--- config.mk ---
export PLATFORM = sky130hd
export DESIGN_NAME = serial_rx
export DESIGN_NICKNAME = d
export VERILOG_FILES = /design/src/rtl/serial_rx.sv
export SDC_FILE = /design/constraint.sdc
export NUM_CORES = 1
export LEC_CHECK = 0
export CAP_MARGIN = 20
export CELL_PAD_IN_SITES_DETAIL_PLACEMENT = 1
export CELL_PAD_IN_SITES_GLOBAL_PLACEMENT = 2
export CORE_ASPECT_RATIO = 0.5
export CORE_UTILIZATION = 37
export DETAILED_ROUTE_END_ITERATION = 8
export PLACE_DENSITY_LB_ADDON = 0.1
export REMOVE_ABC_BUFFERS = 1
export SLEW_MARGIN = 20
export SYNTH_ARGS = -nofsm -noshare
export SYNTH_HDL_FRONTEND = slang
export SYNTH_SLANG_ARGS = --single-unit
--- constraint.sdc ---
create_clock -name i_clk -period 2.4 [get_ports i_clk]
set_input_delay 0.48 -clock i_clk [delete_from_list [all_inputs] [get_ports i_clk]]
set_output_delay 0.48 -clock i_clk [all_outputs]
set_load 0.01 [all_outputs]
--- src/rtl/serial_rx.sv ---
// serial_rx: 8N1 serial receiver with a 2-flop synchronizer, mid-bit sampling
// and an optional "Hello, world! " message checker.
// Optional feature macro: SERIAL_RX_CHECK_EN (compiles in the message checker).
// Parameter CLKS_PER_BAUD: i_clk cycles per bit (>= 4).
// Ports:
//   i_clk        rising-edge clock
//   i_rst_n      asynchronous active-low reset
//   i_rx         asynchronous serial input, idle high, LSB first
//   o_data       last correctly framed byte, held until the next one
//   o_valid      one-cycle pulse, o_data newly updated
//   o_frame_err  one-cycle pulse, stop bit sampled low
//   o_busy       receiver not in IDLE
//   o_mismatch   checker pulse: received byte differs from the message
//   o_msg_done   checker pulse: complete message received
module serial_rx #(
    parameter int CLKS_PER_BAUD = 104
) (
    input  logic       i_clk,
    input  logic       i_rst_n,
    input  logic       i_rx,
    output logic [7:0] o_data,
    output logic       o_valid,
    output logic       o_frame_err,
    output logic       o_busy,
    output logic       o_mismatch,
    output logic       o_msg_done
);

    localparam int CW = $clog2(CLKS_PER_BAUD);
    localparam logic [CW-1:0] LAST_CNT = CW'(CLKS_PER_BAUD - 1);
    localparam logic [CW-1:0] HALF_CNT = CW'(CLKS_PER_BAUD / 2 - 1);

    typedef enum logic [2:0] {
        IDLE,
        START,
        DATA,
        STOP,
        WAIT_IDLE
    } state_t;

    logic          sync1_q;
    logic          sync2_q;
    logic          rx_s;
    state_t        state_q, state_d;
    logic [CW-1:0] cnt_q, cnt_d;
    logic [2:0]    bit_q, bit_d;
    logic [7:0]    shift_q, shift_d;
    logic          ok_q, ok_d;
    logic          bad_q, bad_d;
    logic [7:0]    data_q;
    logic          valid_q;
    logic          ferr_q;

    assign rx_s = sync2_q;

    always_ff @(posedge i_clk or negedge i_rst_n) begin
        if (!i_rst_n) begin
            sync1_q <= 1'b1;
            sync2_q <= 1'b1;
            state_q <= IDLE;
            cnt_q   <= '0;
            bit_q   <= '0;
            shift_q <= '0;
            ok_q    <= 1'b0;
            bad_q   <= 1'b0;
            data_q  <= '0;
            valid_q <= 1'b0;
            ferr_q  <= 1'b0;
        end else begin
            sync1_q <= i_rx;
            sync2_q <= sync1_q;
            state_q <= state_d;
            cnt_q   <= cnt_d;
            bit_q   <= bit_d;
            shift_q <= shift_d;
            ok_q    <= ok_d;
            bad_q   <= bad_d;
            // Stop-bit outcome is registered once more so the pulses land
            // one cycle after the mid-stop sample.
            valid_q <= ok_q;
            ferr_q  <= bad_q;
            if (ok_q) begin
                data_q <= shift_q;
            end
        end
    end

    always_comb begin
        state_d = state_q;
        cnt_d   = cnt_q + CW'(1);
        bit_d   = bit_q;
        shift_d = shift_q;
        ok_d    = 1'b0;
        bad_d   = 1'b0;
        unique case (state_q)
            IDLE: begin
                cnt_d = '0;
                if (!rx_s) begin
                    state_d = START;
                end
            end
            START: begin
                if (cnt_q == HALF_CNT) begin
                    cnt_d   = '0;
                    bit_d   = '0;
                    state_d = rx_s ? IDLE : DATA;
                end
            end
            DATA: begin
                if (cnt_q == LAST_CNT) begin
                    cnt_d   = '0;
                    shift_d = {rx_s, shift_q[7:1]};
                    bit_d   = bit_q + 3'd1;
                    if (bit_q == 3'd7) begin
                        state_d = STOP;
                    end
                end
            end
            STOP: begin
                // Leaving at mid-stop-bit gives half a bit of slack for
                // back-to-back frames.
                if (cnt_q == LAST_CNT) begin
                    cnt_d = '0;
                    if (rx_s) begin
                        ok_d    = 1'b1;
                        state_d = IDLE;
                    end else begin
                        bad_d   = 1'b1;
                        state_d = WAIT_IDLE;
                    end
                end
            end
            WAIT_IDLE: begin
                cnt_d = '0;
                if (rx_s) begin
                    state_d = IDLE;
                end
            end
            default: begin
                cnt_d   = '0;
                state_d = IDLE;
            end
        endcase
    end

    assign o_data      = data_q;
    assign o_valid     = valid_q;
    assign o_frame_err = ferr_q;
    assign o_busy      = (state_q != IDLE);

`ifdef SERIAL_RX_CHECK_EN
    logic [3:0] idx_q;
    logic       mism_q;
    logic       done_q;

    function automatic logic [7:0] msg_byte(input logic [3:0] i);
        logic [7:0] b;
        unique case (i)
            4'd0:    b = 8'h48;
            4'd1:    b = 8'h65;
            4'd2:    b = 8'h6C;
            4'd3:    b = 8'h6C;
            4'd4:    b = 8'h6F;
            4'd5:    b = 8'h2C;
            4'd6:    b = 8'h20;
            4'd7:    b = 8'h77;
            4'd8:    b = 8'h6F;
            4'd9:    b = 8'h72;
            4'd10:   b = 8'h6C;
            4'd11:   b = 8'h64;
            4'd12:   b = 8'h21;
            4'd13:   b = 8'h20;
            default: b = 8'h00;
        endcase
        return b;
    endfunction

    always_ff @(posedge i_clk or negedge i_rst_n) begin
        if (!i_rst_n) begin
            idx_q  <= '0;
            mism_q <= 1'b0;
            done_q <= 1'b0;
        end else begin
            mism_q <= 1'b0;
            done_q <= 1'b0;
            if (valid_q) begin
                if (data_q == msg_byte(idx_q)) begin
                    if (idx_q == 4'd13) begin
                        idx_q  <= '0;
                        done_q <= 1'b1;
                    end else begin
                        idx_q <= idx_q + 4'd1;
                    end
                end else begin
                    idx_q  <= '0;
                    mism_q <= 1'b1;
                end
            end else if (ferr_q) begin
                idx_q <= '0;
            end
        end
    end

    assign o_mismatch = mism_q;
    assign o_msg_done = done_q;
`else
    assign o_mismatch = 1'b0;
    assign o_msg_done = 1'b0;
`endif

endmodule

# Word-level counts from Yosys, hierarchy flattened
# Cells that the tools add are included.
[op_classes]
n_addsub = 2
eq_ne = 13
mux = 21
reduce_logical = 7
[ops]
columns = ["cell", "count"]
rows = [
  ["$mux W3", 9],
  ["$pmux W3 S5", 1],
  ["$mux W7", 2],
  ["$pmux W7 S2", 1],
  ["$ne A2 B2 Y1 const B", 6],
  ["$add A7 B1 Y7 const B", 1],
  ["$eq A7 B6 Y1 const B", 1],
  ["$eq A7 B7 Y1 const B", 1],
  ["$eq A3 B2 Y1 const B", 2],
  ["$eq A3 B3 Y1 const B", 2],
  ["$mux W1", 6],
  ["$pmux W3 S2", 1],
  ["$reduce_and A6 Y1", 1],
  ["$add A3 B1 Y3 const B", 1],
  ["$eq A3 B1 Y1 const B", 1],
  ["$logic_not A3 Y1", 1],
  ["$reduce_and A3 Y1", 1],
  ["$reduce_bool A3 Y1", 1],
  ["$mux W2", 1],
  ["$reduce_and A2 Y1", 1],
  ["$reduce_bool A2 Y1", 1],
  ["$reduce_or A2 Y1", 1],
]
[totals]
ff_bits = 35
in_bits = 3
out_inout_bits = 13
word_cells = 54

# Longest topological paths before layout
# Gate-level depths: netlist (run 1).
[logic_depth]
depth_word = 4
ltp_mapped = 5
mapped_depth_nobuf = 5

# Worst setup path before layout (run 1)
# Ideal clock, no wire load.
[synth_timing]
path_kind = "flip-flop to flip-flop"
startpoint = "register cnt_q[0]"
endpoint = "register shift_q[1]"
setup_time_ns = 0.125
arrival_ns = 1.568
required_ns = 2.275
path_slack_ns = 0.707
stages_incl_launch_ff = 6
path_buffers = 1
period_less_slack_ns = 1.693
cell_sequence = "dfrtp_1 > ha_1 > nand3b_1 > nor4_4 > buf_6 > mux2_2"
[synth_via]
elab_chain_cells = 2
[synth_lines]
columns = ["item", "line_no", "rtl"]
rows = [
  ["start: declaration", "45", "logic [CW-1:0] cnt_q, cnt_d;"],
  ["start signal: assignment", "73", "cnt_q <= cnt_d;"],
  ["$eq A7 B7 Y1", "110", "if (cnt_q == LAST_CNT) begin"],
  ["$reduce_and A2 Y1 (no source line)", "--", ""],
  ["end signal: assignment", "75", "shift_q <= shift_d;"],
  ["end: declaration", "47", "logic [7:0] shift_q, shift_d;"],
]
# Every way passes these cells.
# A chain may end at the register's enable or synchronous reset.

# Worst setup path in the final report (run 1)
[layout_timing]
startpoint = "register state_q[2]"
endpoint = "output port o_busy"
[layout_via]
elab_chain_cells = 1
[layout_lines]
columns = ["item", "line_no", "rtl"]
rows = [
  ["start: declaration", "44", "state_t state_q, state_d;"],
  ["start signal: assignment", "72", "state_q <= state_d;"],
  ["$reduce_bool A3 Y1", "149", "assign o_busy = (state_q != IDLE);"],
  ["end: declaration", "24", "output logic o_busy,"],
]
# Every way passes these cells.

==> parameters.txt, run 1 <==
Parameter                              Value

Synthesis
  Share of async-settable or async-resettable flops after synthesis ... 100%
  Compound-gate portion of the synthesized area ... 4.49%
  Flops & latches, synth ... 35
  Library cells used by synthesis ... 31
  Post-synthesis sequential area ratio ... 59.5%
  Adder and majority gate portion of the synthesized area ... 2.54%
  Number of synthesized flops with an enable pin ... 0
  Mean cell area of the mapped netlist ... 13.0 um^2
  Gate count after technology mapping ... 114
  Synthesized-area fraction occupied by and/or/nand/nor cells ... 13.6%
  Biggest area contributors in the synthesized netlist ... sky130_fd_sc_hd__dfrtp_1 (56%), sky130_fd_sc_hd__mux2_2 (13%), sky130_fd_sc_hd__dfstp_2 (3.6%)
  Combinational family with the most area after synthesis ... multiplexers
  Area share of xor/xnor cells in the synthesized design ... 2.97%
  Cell type with the highest aggregate area in the netlist ... sky130_fd_sc_hd__dfrtp_1
  Most used flip-flop cell after synthesis ... sky130_fd_sc_hd__dfrtp_1
  Netlist Area Pre-Place ... 1480 um^2
  Multiplexer area fraction after synthesis ... 13.6%
  Area share of the largest cell type after synthesis ... 55.9%
  Yosys Warn Count ... 0

Global routing
  Largest net degree at the start of global routing ... 36
  Overflow after GRT ... 0
  Total routing resource utilization after global routing ... 13.7%
  Initial antenna violation count ... 0
  Global-route wire length before repair ... 4.21 mm
  Number of global-route vias before repair ... 868

Timing
  Worst hold slack after final layout ... 352 ps
  Sum of negative setup slack ... 0 ps
  Worst clock skew ... 8.39 ps
  Share of the clock period used by the worst path ... 87.2%
  Number of endpoints with negative hold slack in the final report ... 0
  Unrepaired setup endpoints after global routing ... no
  Min Clock Period, post-route ... 2090 ps
  Maximum operating frequency ... 478 MHz
  Max-slew violation count ... 0
  Final setup violation count ... 0
  Worst setup margin ... 308 ps

Setup path
  Largest driver fanout on the critical path ... 7
  Crit Reg-Reg Startpoint ... cnt_q[0]
  Worst reg2reg path depth ... 5
  Crit Reg-Reg Endpoint ... shift_q[2]
  Crit path from ... state_q[2]
  Slowest cell on the critical path ... sky130_fd_sc_hd__clkdlybuf4s50_1
  Delay of the slowest cell on the worst path ... 480 ps
  Data arrival time of the worst path ... 1610 ps
  Kind of end point of the critical path ... primary output
  Crit path to ... o_busy
  FF-to-FF setup slack ... 590 ps
  Sort of element at the start of the critical path ... register
  CP Class ... reg -> out
  Req. time, crit path ... 1920 ps
  Ordered cell list for the critical path ... or3_1 -> clkdlybuf4s50_1

Power and ir drop
  Fraction of power spent switching nets ... 20.4%
  Clock group share of total power ... 46.1%
  Power per unit of standard cell area ... 647 nW/um^2
  Peak supply drop ... 0.198 mV
  Leak pwr ... 0.829 nW
  Net switching power of the design ... 0.000232 W
  Combinational share of power ... 1.7%
  Sequential Power Share ... 52.2%
  Cell internal pwr ... 0.000906 W

CTS
  Root buf cell ... sky130_fd_sc_hd__clkbuf_8
  Number of clock sinks ... 35
  CTS clock-pin slew for the worst setup and hold paths ... 80 ps
  Total of hold buffers inserted after clock tree synthesis ... 0
  Number of gates resized after cts ... 0
  # H-tree levels ... 2
  Number of buffers between clock root and the deepest sink ... 2
  Total clock buffers created by CTS ... 5
  CTS tree ... built
  Post-CTS Setup Repair Bufs ... 0
  Insertion delay of the later-clocked pin in the worst-skew pair ... 290 ps

Route
  Number of detailed-route iterations in the first pass ... 4
  Post-route DRC violation count ... 0
  Routed WL per cell ... 13.2 um
  Violation count after the first detailed-routing iteration ... 38
  Antenna viol nets, final ... 0
  Vias after detailed routing ... 899
  Per-cell via count in the routed design ... 4.89
  Routed wire length ... 2.43 mm

Layout
  Area added between synthesis and finish ... 19.2%
  Net count reported at finish ... 138
  Antenna diode instance count ... 0
  Most common cell after layout, fill and taps aside ... sky130_fd_sc_hd__dfrtp_1
  Highest-count cells in the layout ignoring fill and taps ... sky130_fd_sc_hd__dfrtp_1 (33), sky130_fd_sc_hd__mux2_2 (17), sky130_fd_sc_hd__nor2_1 (14)
  Layout cells sized above 1 ... 24.1%

Floorplanning
  Width of the die ... 91.3 um
  I/O pin count ... 16
  Std-Cell Rows ... 15
  Core area ... 3620 um^2
  Initial cell density of the core ... 40.8%
  Vertical die dimension ... 46.7 um
  Die area ... 4260 um^2

Outcome
  Status ... completed

Job
  Max_cap viols ... 0

Placed design
  Final estimated routing congestion in global placement ... 0.692
  DP HPWL ... 1.63 mm
  Number of input and output port buffers inserted ... 13
  Worst-case setup slack after placement ... 593 ps

Worst hold path
  Worst Hold Class ... reg -> reg
[layer usage]
metal | track usage (%) | wire [um]
met4 | 7.62 | 39
met2 | 19.2 | 987
met3 | 4.95 | 104
met5 | 0 | 0
met1 | 18.5 | 1300
[critical path, delay by kind of cell (launching register included)]
family | cells | cell delay (ps)
buf+inv | 1 | 480
flops | 1 | 450
simple gates | 1 | 390
[Yosys cell counts (2+ instances only)]
library cell	number
sky130_fd_sc_hd__nand3_1	5
sky130_fd_sc_hd__dfstp_2	2
sky130_fd_sc_hd__mux2_2	17
sky130_fd_sc_hd__a22o_1	3
sky130_fd_sc_hd__buf_6	2
sky130_fd_sc_hd__or3_1	2
sky130_fd_sc_hd__a21oi_1	3
sky130_fd_sc_hd__nor2_1	14
sky130_fd_sc_hd__xnor2_1	3
sky130_fd_sc_hd__dfrtp_1	33
sky130_fd_sc_hd__xor2_1	2
sky130_fd_sc_hd__buf_4	2
sky130_fd_sc_hd__ha_1	3
sky130_fd_sc_hd__nand2_1	5
sky130_fd_sc_hd__nor2b_1	2
[cells by family after synthesis]
family,Yosys count
flops,35
simple gates,37
fa+ha+maj,3
mux,18
other cells,1
compound gates,9
xor+xnor,5
buf+inv,6
[sequential cells by signal (all words and copies together), names as in the netlist]
signal	flops
o_valid	1
o_data	8
cnt_q	7
sync1_q	1
bad_q	1
state_q	3
bit_q	3
shift_q	8
ok_q	1
rx_s	1
o_frame_err	1
[worst min-delay path by stage]
stage          slack, ps    start  cells past startpoint     endpoint
2_1_floorplan        180  i_rst_n                      0        bad_q
3_3_place_gp         330    bad_q                      0  o_frame_err
3_5_place_dp         340    bad_q                      0  o_frame_err
4_1_cts              350    bad_q                      0  o_frame_err
5_1_grt              370  sync1_q                      0         rx_s
6_report             350    bad_q                      0  o_frame_err
[power groups by stage]
stage          combinational (W)  sequential (W)  clock, W
6_report               0.0000188        0.000595  0.000525
5_1_grt                0.0000222        0.000594  0.000575
4_1_cts                0.0000199        0.000594  0.000547
3_5_place_dp           0.0000198        0.000606         0
3_3_place_gp           0.0000193        0.000606         0
2_1_floorplan         0.00000294        0.000605         0
[final cells by class]
class                   instances  area [um^2]
fillers                       387         1860
well taps                      51         63.8
clock inverters                 3         43.8
clock buffers                   5         68.8
repair buffers                 15          145
inverters                       1         3.75
flip-flops and latches         35          878
multi-input cells              74          557
[metrics by stage]
| step | std cells | util (%) | total power [W] | area, um^2 |
|---|---|---|---|---|
| floorplan | 110 | - | 0.000608 | 1440 |
| global placement | 176 | 45.5 | 0.000625 | 1650 |
| detailed placement | 176 | 45.5 | 0.000626 | 1650 |
| CTS | 184 | 48.6 | 0.00116 | 1760 |
| global route | 184 | 48.6 | 0.00119 | 1760 |
| finish | 184 | 48.6 | 0.00114 | 1760 |
Power figures use the tool's default switching activity.
==> inputs of run 2 (changes only) <==
Settings changed: CELL_PAD_IN_SITES_DETAIL_PLACEMENT 1 to 0.
==> parameters.txt, run 2 (same netlist as run 1, synthesis figures left out) <==
Parameter                              Value

Global routing
  Initial antenna violation count ... 0 (unchanged)
  Global-route wire length before repair ... 3.89 mm (-7.6%)
  Overflow after GRT ... 0 (unchanged)
  Number of global-route vias before repair ... 803 (-7.5%)
  Total routing resource utilization after global routing ... 12.8% (-0.88 points)
  Largest net degree at the start of global routing ... 36 (unchanged)

CTS
  Number of buffers between clock root and the deepest sink ... 2 (unchanged)
  Total clock buffers created by CTS ... 5 (unchanged)
  Post-CTS Setup Repair Bufs ... 0 (unchanged)
  # H-tree levels ... 2 (unchanged)
  Total of hold buffers inserted after clock tree synthesis ... 0 (unchanged)
  Insertion delay of the later-clocked pin in the worst-skew pair ... 290 ps (about the same)
  CTS clock-pin slew for the worst setup and hold paths ... 70 ps (about the same)
  Number of gates resized after cts ... 0 (unchanged)
  Root buf cell ... sky130_fd_sc_hd__clkbuf_8
  Number of clock sinks ... 35 (unchanged)
  CTS tree ... built

Layout
  Antenna diode instance count ... 0 (unchanged)
  Final std cell area, no fill ... 1730 um^2 (-1.6%)
  Net count reported at finish ... 138 (unchanged)
  Area used by multi-input combinational logic ... 557 um^2 (unchanged)
  Highest-count cells in the layout ignoring fill and taps ... sky130_fd_sc_hd__dfrtp_1 (33), sky130_fd_sc_hd__mux2_2 (17), sky130_fd_sc_hd__nor2_1 (14)
  Register area ... 878 um^2 (unchanged)
  Most common cell after layout, fill and taps aside ... sky130_fd_sc_hd__dfrtp_1
  Final instance count without filler cells ... 184 (unchanged)
  Layout cells sized above 1 ... 23.3% (-0.75 points)
  Area added between synthesis and finish ... 17.4%
  Count of filler cells inserted in the layout ... 335 (-13%)

Setup path
  Sort of element at the start of the critical path ... register
  CP Class ... reg -> out
  Largest driver fanout on the critical path ... 9 (+2)
  Req. time, crit path ... 1920 ps (about the same)
  Slowest cell on the critical path ... sky130_fd_sc_hd__clkdlybuf4s50_1
  Ordered cell list for the critical path ... or3_1 -> clkdlybuf4s50_1
  Cell family with the largest share of critical-path delay ... buffers and inverters
  Buffer and inverter count on the worst path ... 1 (unchanged)
  Data arrival time of the worst path ... 1590 ps (-20 ps)
  Delay of the slowest cell on the worst path ... 480 ps (about the same)
  Kind of end point of the critical path ... primary output

Floorplanning
  Std-Cell Rows ... 15 (unchanged)
  I/O pin count ... 16 (unchanged)
  Vertical die dimension ... 46.7 um (unchanged)
  Core area ... 3620 um^2 (unchanged)
  Width of the die ... 91.3 um (unchanged)
  Initial cell density of the core ... 40.8% (unchanged)
  Die area ... 4260 um^2 (unchanged)

Placed design
  Final estimated routing congestion in global placement ... 0.692 (unchanged)
  DP HPWL ... 1.52 mm (-6.7%)
  Worst-case setup slack after placement ... 587 ps (-5.75 ps)
  Number of placed cells counting well taps ... 176 (unchanged)
  Number of input and output port buffers inserted ... 13 (unchanged)
  Post-Place Cell Area ... 1650 um^2 (unchanged)

Power and ir drop
  Leak pwr ... 0.812 nW (-2.0%)
  Peak supply drop ... 0.205 mV (+3.8%)
  Power per unit of standard cell area ... 593 nW/um^2 (-8.3%)

Route
  Number of detailed-route iterations in the first pass ... 4 (unchanged)
  Routed wire length ... 2.30 mm (-5.4%)
  Met3 wire length ... 108 um (+3.8%)
  Routed WL per cell ... 12.5 um (-5.4%)
  Post-route DRC violation count ... 0 (unchanged)
  Per-cell via count in the routed design ... 4.73 (-3.1%)
  Highest Signal Layer ... met4
  Vias after detailed routing ... 871 (-3.1%)
  Post-Route M1 WL ... 1.25 mm (-4.2%)
  Detail Route met2 WL ... 916 um (-7.2%)
  Violation count after the first detailed-routing iteration ... 21 (-45%)
  Antenna viol nets, final ... 0 (unchanged)

Timing
  Sum of negative setup slack ... 0 ps (unchanged)
  Worst setup margin ... 326 ps (+17.4 ps)
  Share of the clock period used by the worst path ... 86.4% (-0.72 points)
  Number of endpoints with negative hold slack in the final report ... 0 (unchanged)
  Max-slew violation count ... 0 (unchanged)
  Worst hold slack after final layout ... 350 ps (-2.33 ps)
  Maximum operating frequency ... 482 MHz (+0.84%)
  Final setup violation count ... 0 (unchanged)
  Unrepaired setup endpoints after global routing ... no
  Min Clock Period, post-route ... 2070 ps (-17.4 ps)
  Worst clock skew ... 4.99 ps (-3.40 ps)

Job
  Max_cap viols ... 0 (unchanged)

Worst hold path
  Worst Hold Class ... reg -> reg

Outcome
  Status ... completed
==> run 2: cell count changes in the layout (fill, tap and decap cells not counted) <==
cell                         before  now
sky130_fd_sc_hd__bufinv_16        1    0
sky130_fd_sc_hd__clkbuf_1         0    1
sky130_fd_sc_hd__clkinv_4         1    0
sky130_fd_sc_hd__clkinvlp_4       0    1
==> run 2: area by class of cell <==
| cell class | count | area share (%) |
|---|---|---|
| sequential | 35 | 50.7 |
| multi-input combinational | 74 | 32.1 |
| timing repair buffer | 15 | 8.38 |
| clock buffer | 6 | 4.19 |
| tap | 51 | 3.68 |
| clock inverter | 2 | 0.722 |
| inverter | 1 | 0.217 |
==> run 2: worst paths after layout <==
| path | from | endpoint | slack [ps] | cells after the start |
|---|---|---|---|---|
| hold / removal | bad_q | o_frame_err | 350 | 0 |
| setup reg to reg | cnt_q[0] | bit_q[0] | 600 | 6 |
| setup / recovery | state_q[1] | o_busy | 330 | 2 |
| min in group asynchronous | i_rst_n | state_q[1] | 610 | 2 |
| max in group asynchronous | i_rst_n | sync1_q | 1450 | 2 |
| hold reg to reg | bad_q | o_frame_err | 350 | 0 |
==> run 2: report_power, final <==
group / total, W / internal, W / leakage [nW] / switching (W)
combinational: 0.0000184 / 0.00000480 / 0.303 / 0.0000136
sequential: 0.000595 / 0.000593 / 0.467 / 0.00000196
clock: 0.000415 / 0.000203 / 0.0412 / 0.000212
==> run 2: layer usage <==
metal | vias up | global-route usage, %
met1 | 419 | 17.5
met4 | 0 | 6.67
li1 | 428 | -
met2 | 19 | 17.7
met3 | 5 | 4.95
met5 | - | 0
==> run 2: stage by stage <==
stage          power, W  util [%]
4_1_cts         0.00105      47.8
5_1_grt         0.00107      47.8
3_3_place_gp   0.000625      45.5
2_1_floorplan  0.000608         -
3_5_place_dp   0.000625      45.5
6_report        0.00103      47.8
==> run 2: worst register-to-register path: stages (launching register included) <==
cell,delay (ps)
sky130_fd_sc_hd__dfrtp_1,390
sky130_fd_sc_hd__ha_1,260
sky130_fd_sc_hd__nand3b_1,180
sky130_fd_sc_hd__nor4_4,270
sky130_fd_sc_hd__buf_4,230
sky130_fd_sc_hd__a21oi_1,90
sky130_fd_sc_hd__mux2_2,270
==> inputs of run 3 (changes only) <==
Settings changed: SKIP_LAST_GASP set to 1.
==> results of run 3 <==
No change in the layout: final DEF, timing and power equal those of run 2.
==> patch 1 (flow settings as in run 3) <==
The 5 states of `state_t` get a one-hot encoding in 5 bits.
--- a/src/rtl/serial_rx.sv
+++ b/src/rtl/serial_rx.sv
@@ -31,10 +31,10 @@
     localparam logic [CW-1:0] HALF_CNT = CW'(CLKS_PER_BAUD / 2 - 1);
 
-    typedef enum logic [2:0] {
-        IDLE,
-        START,
-        DATA,
-        STOP,
-        WAIT_IDLE
+    typedef enum logic [4:0] {
+        IDLE      = 5'b00001,
+        START     = 5'b00010,
+        DATA      = 5'b00100,
+        STOP      = 5'b01000,
+        WAIT_IDLE = 5'b10000
     } state_t;
 
Check against the original RTL: same outputs for any inputs over 10 cycles, from zero or initial values and one cycle with i_rst_n low; not proved beyond that.
==> patch 1 against run 3 <==
  * Sequential cell count up 2
  * Critical path depth increased by 1
  * Hold slack got worse by 0.070 ns
  * Sequential share of layout area fell by 1.7 points
  * Clock skew is 0.00065 ns higher
  * Worst setup slack lost 0.027 ns
  * Routed wire length increased by 28%
  * Non-clock buffer count decreased by 1
  * Synthesized area is 8.9% higher
  * Cell count up 19%
  * Global-route usage is 3.0 points higher
  * Design area grew 9.5%
  * Critical endpoint unchanged
  * Largest cell class unchanged
Power is not compared: it rests on default switching activity, and its combinational part moved more than twofold at a synthesized area within 25%.
==> patch 1: results <==
metrics = {
    "worst_setup_path": {
        "r2r-start": "state_q[2]$_DFFE_PN0P_",
        "crit_path_start": "state_q[3]$_DFFE_PN0P_",
        "crit_path_top_delay_cell": "clkdlybuf4s50_1",
        "path_max_fanout": 6,
        "slowest_delay_ns": 0.52,
    },
    "run_status": {
        "status": "finished, final reports clean",
    },
    "yosys": {
        "seq_area_frac_synth": 0.578,
        "synth_commonest_cells": "34 x dfrtp_1, 32 x nand2_1, 13 x nor2_1, 8 x mux2_2, 5 x o21ai_0",
        "synth_cell_type_count": 38,
        "ys_top_cells_by_area": "dfrtp_1 53%, nand2_1 7.5%, mux2_2 5.6%",
    },
    "global_routing": {
        "grt_pass1_wl_um": 5330,
        "gr-usage-all-layers": 0.158,
        "grt_max_degree": 38,
        "first_global_vias": 1098,
    },
    "hold_path": {
        "hold_class": "input pin to async pin",
    },
    "clock_tree": {
        "cts_resized": 0,
    },
    "timing": {
        "skew_ns": 0.00565,
    },
    "route": {
        "drt-initial-drc-count": 26,
        "wl_um": 2940,
        "vias": 1105,
    },
    "placed_design": {
        "postPlaceCellArea_mm2": 0.00178,
        "hpwl_um": 2000,
        "gp_congestion": 0.766,
    },
    "finish": {
        "drive_gt1_frac": 0.152,
        "fin_nets": 170,
    },
}
==> patch 1: cell count changes after synthesis, moves of 3 or more <==
cell	change
nand2_1	+27
o21ai_0	+5
a22o_1	-3
mux2_2	-9
==> patch 1: logic make-up (layout without fill, tap and decap cells) <==
| logic type | Yosys count | count (layout) | share of synthesized area |
|---|---|---|---|
| compound gates | 17 | 17 | 0.0731 |
| xor+xnor | 5 | 5 | 0.0272 |
| fa+ha+maj | 3 | 3 | 0.0233 |
| buf+inv | 7 | 23 | 0.0241 |
| flops | 37 | 37 | 0.578 |
| mux | 9 | 9 | 0.0630 |
| other cells | 1 | 2 | 0.00233 |
| simple gates | 69 | 69 | 0.209 |
==> patch 1: power by group <==
| group | internal (mW) | switching [mW] | total [mW] |
|---|---|---|---|
| logic | 0.107 | 0.138 | 0.245 |
| clock network | 0.338 | 0.223 | 0.561 |
| registers | 0.666 | 0.0466 | 0.712 |
| total | 1.11 | 0.408 | 1.52 |
==> patch 1: final cells by class <==
| cell class | count | area [µm²] | share of cell area |
|---|---|---|---|
| tap | 54 | 67.6 | 0.0356 |
| sequential | 37 | 930 | 0.490 |
| clock inverter | 2 | 37.5 | 0.0198 |
| multi-input combinational | 105 | 643 | 0.339 |
| clock buffer | 6 | 82.6 | 0.0435 |
| timing repair buffer | 14 | 133 | 0.0699 |
| inverter | 1 | 3.75 | 0.00198 |
==> patch 1: final timing paths <==
path | to | slack [ns] | cells past startpoint
max in group asynchronous | cnt_q[4]$_DFF_PN0_ | 1.61 | 1
worst max-delay path | o_busy | 0.30 | 3
worst min register to register | o_frame_err$_DFF_PN0_ | 0.36 | 0
worst min-delay path | shift_q[3]$_DFFE_PN0P_ | 0.28 | 1
worst max register to register | state_q[2]$_DFFE_PN0P_ | 0.53 | 5
min in group i_clk | o_frame_err$_DFF_PN0_ | 0.36 | 0
==> patch 1: routing by layer <==
| layer | vias up | track usage | part of all wire |
|---|---|---|---|
| li1 | 537 | - | - |
| met1 | 538 | 0.221 | 0.49 |
| met2 | 25 | 0.224 | 0.43 |
| met3 | 5 | 0.0566 | 0.056 |
| met4 | 0 | 0.0606 | 0.014 |
| met5 | - | 0 | 0 |
==> patch 1: through the flow <==
step / setup slack, ns / instances / util
final: 0.299 / 219 / 0.471
after global routing: 0.228 / 219 / 0.471
after CTS: 0.294 / 219 / 0.471
after detailed placement: 0.537 / 211 / 0.442
after global placement: 0.576 / 211 / 0.442
after floorplan: 0.646 / 143 / -
==> patch 2 (config.mk and constraints of run 3) <==
Without the edit above. Build with the macro `SERIAL_RX_CHECK_EN` defined.
--- a/src/rtl/serial_rx.sv
+++ b/src/rtl/serial_rx.sv
@@ -13,4 +13,6 @@
 //   o_mismatch   checker pulse: received byte differs from the message
 //   o_msg_done   checker pulse: complete message received
+`define SERIAL_RX_CHECK_EN
+
 module serial_rx #(
     parameter int CLKS_PER_BAUD = 104
Formal check against the unedited RTL: same outputs for any inputs over 10 cycles, from zero or initial values and one cycle with i_rst_n low; that may be too few to reach the edited logic, so the function may still have changed.
==> patch 2 against run 3 <==
  * Register-to-register slack worse by 0.37 ns
  * Synthesized cell count is 54% higher
  * Clock skew is 0.0018 ns lower
  * Sequential cell count is 6 higher
  * Die area is 40% higher
  * Worst setup slack worse by 0.092 ns
  * First-iteration DRC count is 43% higher
  * Clock power is 39% higher
  * Design area is 39% higher
  * Total power is 26% higher
  * Fmax is 4.2% lower
  * Routed wire length is 60% higher
  * Count of clock-buffer cells in the layout stayed put
  * Synthesized area is 41% higher
==> patch 2: results <==
metrics = {
    "run_status": {
        "status": "finished, final reports clean",
    },
    "power": {
        "p_switching_uw": 256,
        "leakage_nw": 1.07,
        "power.clock.total_uw": 578,
        "irDropWorstVdd_mv": 0.230,
        "p_comb_frac": 0.015,
    },
    "finish": {
        "multi_input_comb_cells": 122,
        "num-clock-buffers": 6,
        "buffers": 19,
        "multi_input_area_share": 0.405,
        "buf_share": 0.0727,
        "clock_area_frac": 0.0498,
        "nFillCells": 491,
        "inv_count": 6,
        "drive_gt1_frac": 0.179,
        "sh_seq_area": 0.427,
        "fin_nets": 208,
        "insertedDiodeCount": 0,
    },
    "worst_setup_path": {
        "r2r-start": "idx_q[1]$_DFFE_PN0P_",
        "r2r_cells": 7,
        "arrival_ns": 2.35,
        "crit_path_end_kind": "flop",
        "path_max_fanout": 8,
        "cp_top_family": "compound AO/OA/AOI/OAI gates",
        "r2r-end": "o_mismatch$_DFF_PN0_",
        "reg2reg_slack_ns": 0.23,
        "crit_path_top_delay_cell": "dfrtp_1",
    },
    "route": {
        "avgViaCountPerCell": 5.05,
        "drt-initial-drc-count": 30,
        "drt-wirelength-per-cell_um": 13.8,
        "wl_um": 3670,
    },
    "yosys": {
        "synth_commonest_cells": "39 x dfrtp_1, 18 x nor2_1, 13 x nand2_1, 10 x ha_1, 10 x mux2_2",
        "synth_cell_type_count": 45,
        "ys_top_cells_by_area": "dfrtp_1 47%, ha_1 6.0%, mux2_2 5.4%",
        "synthCells": 176,
        "dominantRegCellSynth": "dfrtp_1",
        "seq_area_frac_synth": 0.494,
        "yosysWarnings": 0,
        "synth_edf_count": 0,
    },
    "clock_tree": {
        "root_buffer": "clkbuf_8",
        "cts_made_buffers": 5,
        "htree_levels": 2,
        "cts_resized": 0,
        "cts.clk_slew.worst_paths_ns": 0.08,
        "cts.path.max_buffers": 2,
        "cts.sinks": 41,
    },
    "timing": {
        "fmaxAchievable_mhz": 462,
        "skew_ns": 0.00321,
    },
    "global_routing": {
        "first_global_vias": 1296,
        "gr-usage-all-layers": 0.144,
        "grt_max_degree": 17,
        "antenna_found_initial": 0,
        "grt_pass1_wl_um": 6220,
    },
    "placed_design": {
        "hpwl_um": 2680,
        "numPortBuffers": 15,
        "gp_congestion": 0.721,
        "dp_cells": 258,
    },
    "hold_path": {
        "hold_class": "input pin to async pin",
    },
}
==> patch 2: routing by layer <==
metal / GRT usage / wire [µm] / vias up
met3: 0.0422 / 109 / 7
met2: 0.232 / 1660 / 10
li1: - / - / 657
met1: 0.186 / 1830 / 669
met4: 0.0616 / 66 / 0
met5: 0 / 0 / -
==> patch 2: per-stage QoR <==
| step | hold WS [ns] | util | total power [mW] | area, µm² |
|---|---|---|---|---|
| 6_report | 0.0483 | 0.467 | 1.29 | 2410 |
| 5_1_grt | 0.0470 | 0.467 | 1.35 | 2410 |
| 4_1_cts | 0.0463 | 0.467 | 1.31 | 2410 |
| 3_5_place_dp | 0.338 | 0.444 | 0.729 | 2290 |
| 3_3_place_gp | 0.333 | 0.444 | 0.728 | 2290 |
| 2_1_floorplan | 0.184 | - | 0.709 | 2030 |
==> patch 2: cell families after synthesis <==
kind of cell / synth area share
flops: 0.494
mux: 0.117
buf+inv: 0.0361
xor+xnor: 0.0505
compound gates: 0.0764
fa+ha+maj: 0.0601
simple gates: 0.165
